[src/rtl/fp_vec_result_drain.sv]
// Result drain behind the 4-lane FP vector adder: captures whole result vectors into a
// small FIFO, serialises lanes a..d onto one valid/ready stream and issues launch credits.

module fp_vec_lane_store #(
  parameter int W     = 12,
  parameter int DEPTH = 4,
  parameter int PW    = $clog2(DEPTH)
) (
  input  logic          clk,
  input  logic          we,
  input  logic [PW-1:0] waddr,
  input  logic [W-1:0]  wdata,
  input  logic [PW-1:0] raddr,
  output logic [W-1:0]  rdata
);
  // Payload only; validity is tracked by the FIFO count, so no reset is needed here.
  logic [W-1:0] mem [DEPTH];

  always_ff @(posedge clk) begin
    if (we) mem[waddr] <= wdata;
  end

  assign rdata = mem[raddr];
endmodule

module fp_vec_result_drain #(
  parameter int EXP_BITS  = 5,
  parameter int MANT_BITS = 6,
  parameter int DEPTH     = 4,
  localparam int W        = 1 + EXP_BITS + MANT_BITS,
  localparam int CW       = $clog2(DEPTH + 1)
) (
  input  logic          clk,
  input  logic          rst,
  input  logic          issue,
  output logic          issue_ok,
  input  logic          in_valid,
  input  logic [W-1:0]  a_in,
  input  logic [W-1:0]  b_in,
  input  logic [W-1:0]  c_in,
  input  logic [W-1:0]  d_in,
  output logic          out_valid,
  input  logic          out_ready,
  output logic [W-1:0]  out_data,
  output logic [1:0]    out_lane,
  output logic          out_last,
  output logic [CW-1:0] occupancy,
  output logic          overflow
);
  localparam int NUM_LANES = 4;
  localparam int PW        = $clog2(DEPTH);
  localparam logic [CW-1:0] FULL     = CW'(DEPTH);
  localparam logic [CW:0]   FULL_EXT = (CW+1)'(DEPTH);

  logic [PW-1:0] wptr, rptr;
  logic [CW-1:0] count, count_nxt;
  logic [CW-1:0] pending, pending_nxt;
  logic [1:0]    lane_cnt;

  logic [NUM_LANES-1:0][W-1:0] wr_vec, rd_vec;
  logic pop, wr_en, drop, issue_acc, issue_bad;
  logic [CW:0] credit_sum;

  assign wr_vec = {d_in, c_in, b_in, a_in};

  for (genvar g = 0; g < NUM_LANES; g++) begin : g_lane
    fp_vec_lane_store #(.W(W), .DEPTH(DEPTH), .PW(PW)) u_store (
      .clk   (clk),
      .we    (wr_en),
      .waddr (wptr),
      .wdata (wr_vec[g]),
      .raddr (rptr),
      .rdata (rd_vec[g])
    );
  end

  assign out_valid = (count != '0);
  assign out_data  = out_valid ? rd_vec[lane_cnt] : '0;
  assign out_lane  = lane_cnt;
  assign out_last  = out_valid & (lane_cnt == 2'd3);
  assign occupancy = count;

  // A pop frees the head slot in the same cycle, so a full FIFO can still take a write.
  assign pop   = out_valid & out_ready & (lane_cnt == 2'd3);
  assign wr_en = in_valid & ((count != FULL) | pop);
  assign drop  = in_valid & ~wr_en;

  // Credit check sees registered state only; a same-cycle pop frees credit next cycle.
  assign credit_sum = {1'b0, count} + {1'b0, pending};
  assign issue_ok   = (credit_sum < FULL_EXT);
  assign issue_acc  = issue & issue_ok;
  assign issue_bad  = issue & ~issue_ok;

  always_comb begin
    count_nxt = count;
    if (wr_en && !pop)      count_nxt = count + 1'b1;
    else if (!wr_en && pop) count_nxt = count - 1'b1;
  end

  // Returns after reset release find pending at 0 and are simply not credited.
  always_comb begin
    pending_nxt = pending;
    if (issue_acc && !in_valid)                        pending_nxt = pending + 1'b1;
    else if (!issue_acc && in_valid && pending != '0)  pending_nxt = pending - 1'b1;
  end

  always_ff @(posedge clk or negedge rst) begin
    if (!rst) begin
      wptr     <= '0;
      rptr     <= '0;
      count    <= '0;
      pending  <= '0;
      lane_cnt <= '0;
      overflow <= 1'b0;
    end else begin
      count   <= count_nxt;
      pending <= pending_nxt;
      if (wr_en) wptr <= wptr + 1'b1;
      if (pop)   rptr <= rptr + 1'b1;
      if (out_valid && out_ready) lane_cnt <= lane_cnt + 1'b1;
      if (drop || issue_bad) overflow <= 1'b1;
    end
  end
endmodule

[config.mk]
export PLATFORM = sky130hd
export DESIGN_NAME = fp_vec_result_drain
export DESIGN_NICKNAME = d
export VERILOG_FILES = /design/src/rtl/fp_vec_result_drain.sv
export SDC_FILE = /design/constraint.sdc
export NUM_CORES = 1
export LEC_CHECK = 0
export CAP_MARGIN = 20
export CORE_MARGIN = 4
export CORE_UTILIZATION = 35
export DETAILED_ROUTE_END_ITERATION = 10
export DONT_BUFFER_PORTS = 1
export SYNTH_ARGS = -nofsm -noshare
export SYNTH_HDL_FRONTEND = slang
export SYNTH_SLANG_ARGS = --single-unit
[constraint.sdc]
create_clock -name clk -period 3.75 [get_ports clk]
set_input_delay 0.375 -clock clk [delete_from_list [all_inputs] [get_ports clk]]
set_output_delay 0.375 -clock clk [all_outputs]
set_load 0.03 [all_outputs]
Yosys cells after proc, flatten, opt, wreduce, memory -nomap -nowiden

Memory sizes are Yosys's and may differ from the RTL's.
Index checks and enable logic that the tools add are counted.

Register bits after elaboration: 13
Bits in writable memories: 192
Word-level logic and storage cells: 56
Memories kept: 4

Memory list:

| name                  | depth | width | rd ports | clocked after Yosys merged registers in | wr ports | line | RTL |
|---|---|---|---|---|---|---|---|
| g_lane[0].u_store.mem | 4     | 12    | 1        | 0                                       | 1        | 17   | `logic [W-1:0] mem [DEPTH];` |
| g_lane[1].u_store.mem | 4     | 12    | 1        | 0                                       | 1        | 17   |  |
| g_lane[2].u_store.mem | 4     | 12    | 1        | 0                                       | 1        | 17   |  |
| g_lane[3].u_store.mem | 4     | 12    | 1        | 0                                       | 1        | 17   |  |

Add/subtract/negate cells: 8
Magnitude comparators: 2
Eq/ne operators: 2
Muxes and demuxes: 9
Bitwise operators: 10
Reduce and logical (&&, ||, !) cells: 15

Operator list:

| cell                                                                 | count |
|---|---|
| 12-bit binary-select mux with 2-bit select                           | 1 |
| 12-bit two-way mux                                                   | 2 |
| 3-bit two-way mux                                                    | 4 |
| 1-bit bitwise AND                                                    | 7 |
| 2-bit by 1-bit adder with 2-bit output, second input constant        | 3 |
| 3-bit by 1-bit adder with 3-bit output, second input constant        | 2 |
| 1-bit logical AND                                                    | 6 |
| 3-bit nonzero test                                                   | 2 |
| 3-bit by 1-bit subtractor with 3-bit output, second input constant   | 2 |
| 3-bit by 3-bit adder with 4-bit output                               | 1 |
| 1-bit zero test                                                      | 4 |
| 4-bit by 3-bit < comparator with 1-bit output, second input constant | 1 |
| 2-bit nonzero test                                                   | 2 |
| 2-bit by 3-bit < comparator with 1-bit output, second input constant | 1 |
| 3-bit inequality test, second input constant                         | 1 |
| 2-bit equality test, second input constant                           | 1 |
| 1-bit two-way mux                                                    | 2 |
| 1-bit NOT                                                            | 2 |
| 1-bit logical OR                                                     | 1 |
| 1-bit bitwise OR                                                     | 1 |

Longest topological paths before layout

Depth in word-level cells: 9
Gate-level depth with buffers: 10
Mapped depth without buffers: 9

Cells and area by module

From an unflattened synthesis, not the netlist that was laid out.

Cells, all modules: 353
Area total of the unflattened synthesis: 8169.1 um^2

By module, submodules not included:

| module              | instances | cells each | area each (um^2) | sequential area each (um^2) |
|---|---|---|---|---|
| fp_vec_lane_store   | 4         | 66         | 1766.7           | 1441.4 |
| fp_vec_result_drain | 1         | 89         | 1102.3           | 325.3 |

Least setup slack after synthesis

No wires, ideal clock.

Path type: reg-to-reg
Start: register lane_cnt[1], in the netlist out_lane[1]
End: memory g_lane[0].u_store.mem[0][0], enable pin
Library setup time: 0.410 ns
Arrival time: 2.440 ns
Data required time: 3.340 ns
Slack: 0.899 ns
Cell stages (with the launch flop): 5
Buffers on the path: 0
Clock period less this slack: 2.851 ns
Cell sequence: dfrtp_1 ha_1 nand2_1 a31oi_1 and2_1

Word-level cells in the longest chain between the ends: 6

Ends and longest elaborated chain:

| item                                    | line | RTL |
|---|---|---|
| start: declaration                      | 58   | `logic [1:0] lane_cnt;` |
| start signal: assignment                | 120  | `if (out_valid && out_ready) lane_cnt <= lane_cnt + 1'b1;` |
| 2-bit equality test                     | 84   | `assign pop = out_valid & out_ready & (lane_cnt == 2'd3);` |
| 1-bit bitwise AND                       | 84   |  |
| 1-bit bitwise OR                        | 85   | `assign wr_en = in_valid & ((count != FULL) \| pop);` |
| 1-bit bitwise AND                       | 85   |  |
| named net g_lane[0].u_store.we          | 10   | `input logic we,` |
| 1-bit two-way mux                       | 20   | `if (we) mem[waddr] <= wdata;` |
| 1-bit two-way mux (not written as such) | 20   |  |
| end: declaration                        | 17   |  |

The timed path passes the listed nets, and every way through them passes these cells.

Final worst setup path

Start: register count[0], in the netlist occupancy[0]
End: output out_data[1]

Word-level cells in the longest chain between the ends: 2

Ends and longest elaborated chain:

| item                     | line | RTL |
|---|---|---|
| start: declaration       | 56   | `logic [CW-1:0] count, count_nxt;` |
| start signal: assignment | 116  | `count <= count_nxt;` |
| 3-bit nonzero test       | 77   | `assign out_valid = (count != '0);` |
| named net out_valid      | 42   | `output logic out_valid,` |
| 12-bit two-way mux       | 78   | `assign out_data = out_valid ? rd_vec[lane_cnt] : '0;` |
| end: declaration         | 44   | `output logic [W-1:0] out_data,` |

The timed path passes the listed nets, and every way through them passes these cells.

==> flow_metrics.py <==
metrics = {
    "cells_and_area": {
        "seq_area_um2": 6100,
        "synthToLayoutAreaGrowth_pct": 20.5,
        "nFillCells": 1958,
        "multi_input_area_um2": 1910,
        "antennaDiodeCount": 0,
        "fin_area_um2": 9820,
        "nets": 511,
        "drive_gt1_share_pct": 21.6,
    },
    "synthesis": {
        "yosysSeqAreaShare_pct": 74.8,
        "syn_inst": 378,
        "yosysTopAreaCellShare_pct": 70.8,
        "ys_ff_latch": 205,
        "yosysMostFrequentCell": "edfxtp_1",
        "synth-edff-count": 192,
        "synth_area_leaders": "edfxtp_1, mux4_2, dfrtp_1",
        "synth_fp_nets": 441,
        "synth.largest_area_cell": "edfxtp_1",
        "yosysWarningCount": 0,
        "ys_top_cells_by_count": "edfxtp_1, mux4_2, mux2i_1",
        "synthFlopType": "edfxtp_1",
        "synth_cell_types": 40,
        "syn_avg_cell_area_um2": 21.6,
        "synthArstFlopShare_pct": 6.34,
        "netlist_area_um2": 8150,
    },
    "drt": {
        "drt-total-wl_um": 15600,
        "firstDrtPassIters": 4,
        "ant_nets": 0,
        "wire_per_inst_um": 20.0,
        "drc_errors": 0,
        "first_iter_violations": 264,
        "vias": 3806,
        "via_per_inst": 4.90,
    },
    "timing": {
        "fin_ws_ns": 0.589,
        "slew_viol_final": 0,
        "skew_ns": 0.00848,
        "finalSetupViolCount": 0,
        "max_freq_mhz": 316,
        "fin_crit_sh_pct": 84.3,
        "hold_viol": 0,
        "max_slew_margin_pct": 49.0,
        "finalWorstPathRequiredPeriod_ns": 3.16,
        "rsz0062_at_grt": "false",
        "worst_pin_slew_ns": 0.776,
        "fin_setup_tns_ns": 0,
        "holdWs_ns": 0.0381,
    },
    "global_route": {
        "grt_usage_pct": 12.3,
        "grt_overflow": 0,
        "grt_pass1_wl_um": 24800,
        "antenna_found_initial": 0,
        "grt_max_degree": 49,
        "grt_pass1_vias": 4127,
    },
    "run_status": {
        "outcome": "finished clean",
    },
    "placement": {
        "placed_cell_area_um2": 8570,
        "portBuffers": 0,
        "hpwl_um": 9620,
        "post-place-ws_ns": 0.780,
        "gp_congestion": 0.711,
    },
    "critical_path": {
        "cpPeakStageDelay_ns": 0.74,
        "slowest_stage": "o22ai_1",
        "crit_fanout": 11,
        "crit_chain": "or3_1 -> nand2_1 -> o22ai_1",
        "startpoint_type": "register",
        "end_kind": "output port",
        "worst_ep_arrival_time_ns": 2.79,
        "cp.required_ns": 3.38,
        "worstSetupPathType": "register to output port",
    },
    "clocking": {
        "cts_buffers": 22,
        "clk_pin_slew_worst_paths_ns": 0.05,
        "clkSinkCount": 205,
        "clk_latency_ns": 0.49,
        "cts_tree": "yes",
        "cts_max_path_buffers": 3,
        "cts_setup_buffers": 0,
        "htreeDepth": 1,
        "ctsRootBufferMaster": "clkbuf_16",
    },
    "floorplan": {
        "rows": 55,
        "start_util_pct": 35.8,
        "die_y_um": 161,
        "core-area_um2": 22800,
        "dieArea_um2": 25800,
        "dieWidth_um": 161,
        "ios": 74,
    },
    "power_and_ir_drop": {
        "leakage_uw": 0.00327,
        "peakVddDrop_v": 0.000424,
        "pwr_density_cell_nw_per_um2": 832,
    },
    "flow_run": {
        "max_cap_violations": 0,
    },
    "worst_hold_path": {
        "hp-class": "primary input to register",
    },
}
[final timing paths]
check	from	endpoint	slack, ns	cells past startpoint
hold / removal	issue	overflow	0.04	2
min in group asynchronous	rst	occupancy[2]	0.35	1
setup / recovery	occupancy[0]	out_data[1]	0.59	3
hold reg to reg	pending[0]	pending[0]	0.62	1
max in group asynchronous	rst	rptr[0]	2.95	1
setup reg to reg	occupancy[0]	occupancy[2]	0.79	9
[cell type report]
type / instances / area share [%]
clock buffers: 28 / 6.16
clock inverters: 12 / 1.39
inverters: 6 / 0.229
multi-input cells: 149 / 19.5
flip-flops and latches: 205 / 62.1
well taps: 313 / 3.99
repair buffers: 64 / 6.68
[sequential cells by signal, indices dropped and copies added (netlist names)]
name                cells
g_lane.u_store.mem    192
wptr                    2
overflow                1
pending                 3
rptr                    2
out_lane                2
occupancy               3
[cell families after synthesis]
logic type	after synthesis	share of synthesized area [%]
flops	205	74.8
fa+ha+maj	10	1.72
simple gates	30	1.89
mux	74	16.7
xor+xnor	8	0.860
compound gates	27	2.17
buf+inv	24	1.87
[metrics by stage]
| stage | cells | total power, uW | util, % |
|---|---|---|---|
| 2_1_floorplan | 378 | 5370 | - |
| 3_3_place_gp | 687 | 5980 | 37.6 |
| 3_5_place_dp | 687 | 6050 | 37.6 |
| 4_1_cts | 777 | 8310 | 43.1 |
| 5_1_grt | 777 | 8640 | 43.1 |
| 6_report | 777 | 8160 | 43.1 |
[placed cells by master (no fill, tap or decap), types with 7 or more instances in the layout]
master,netlist,final
dlygate4sd3_1,0,50
edfxtp_1,192,192
clkbuf_16,0,23
buf_4,1,10
ha_1,8,8
o22ai_1,11,11
nand2_1,7,7
mux2i_1,23,23
dfrtp_1,13,11
mux4_2,43,43
[worst max-delay path: cells and delay by family (launching register included)]
| family | cells | cell delay, ns |
|---|---|---|
| DFF | 1 | 0.63 |
| and+or+nand+nor | 2 | 0.93 |
| AOI/OAI and AO/OA | 1 | 0.74 |
[routing by layer]
metal  vias up  track usage, %  wire [um]
met5         -               0          0
met4         0            2.89        313
met3        24            3.08        777
met2        91            21.0       8000
met1      1978            15.9       6460
li1       1713               -          -
[power breakdown]
part	internal (uW)	leakage [uW]	switching (uW)
clock	1350	0.000368	819
sequential	3040	0.00191	281
combinational	1120	0.000992	1560
[repair_timing]
action                                 CTS  global route
hold buffers                            50             0
endpoints found under the hold margin  206             0
resized for setup                        0             0
No activity file was read; power rests on OpenSTA's default activity.
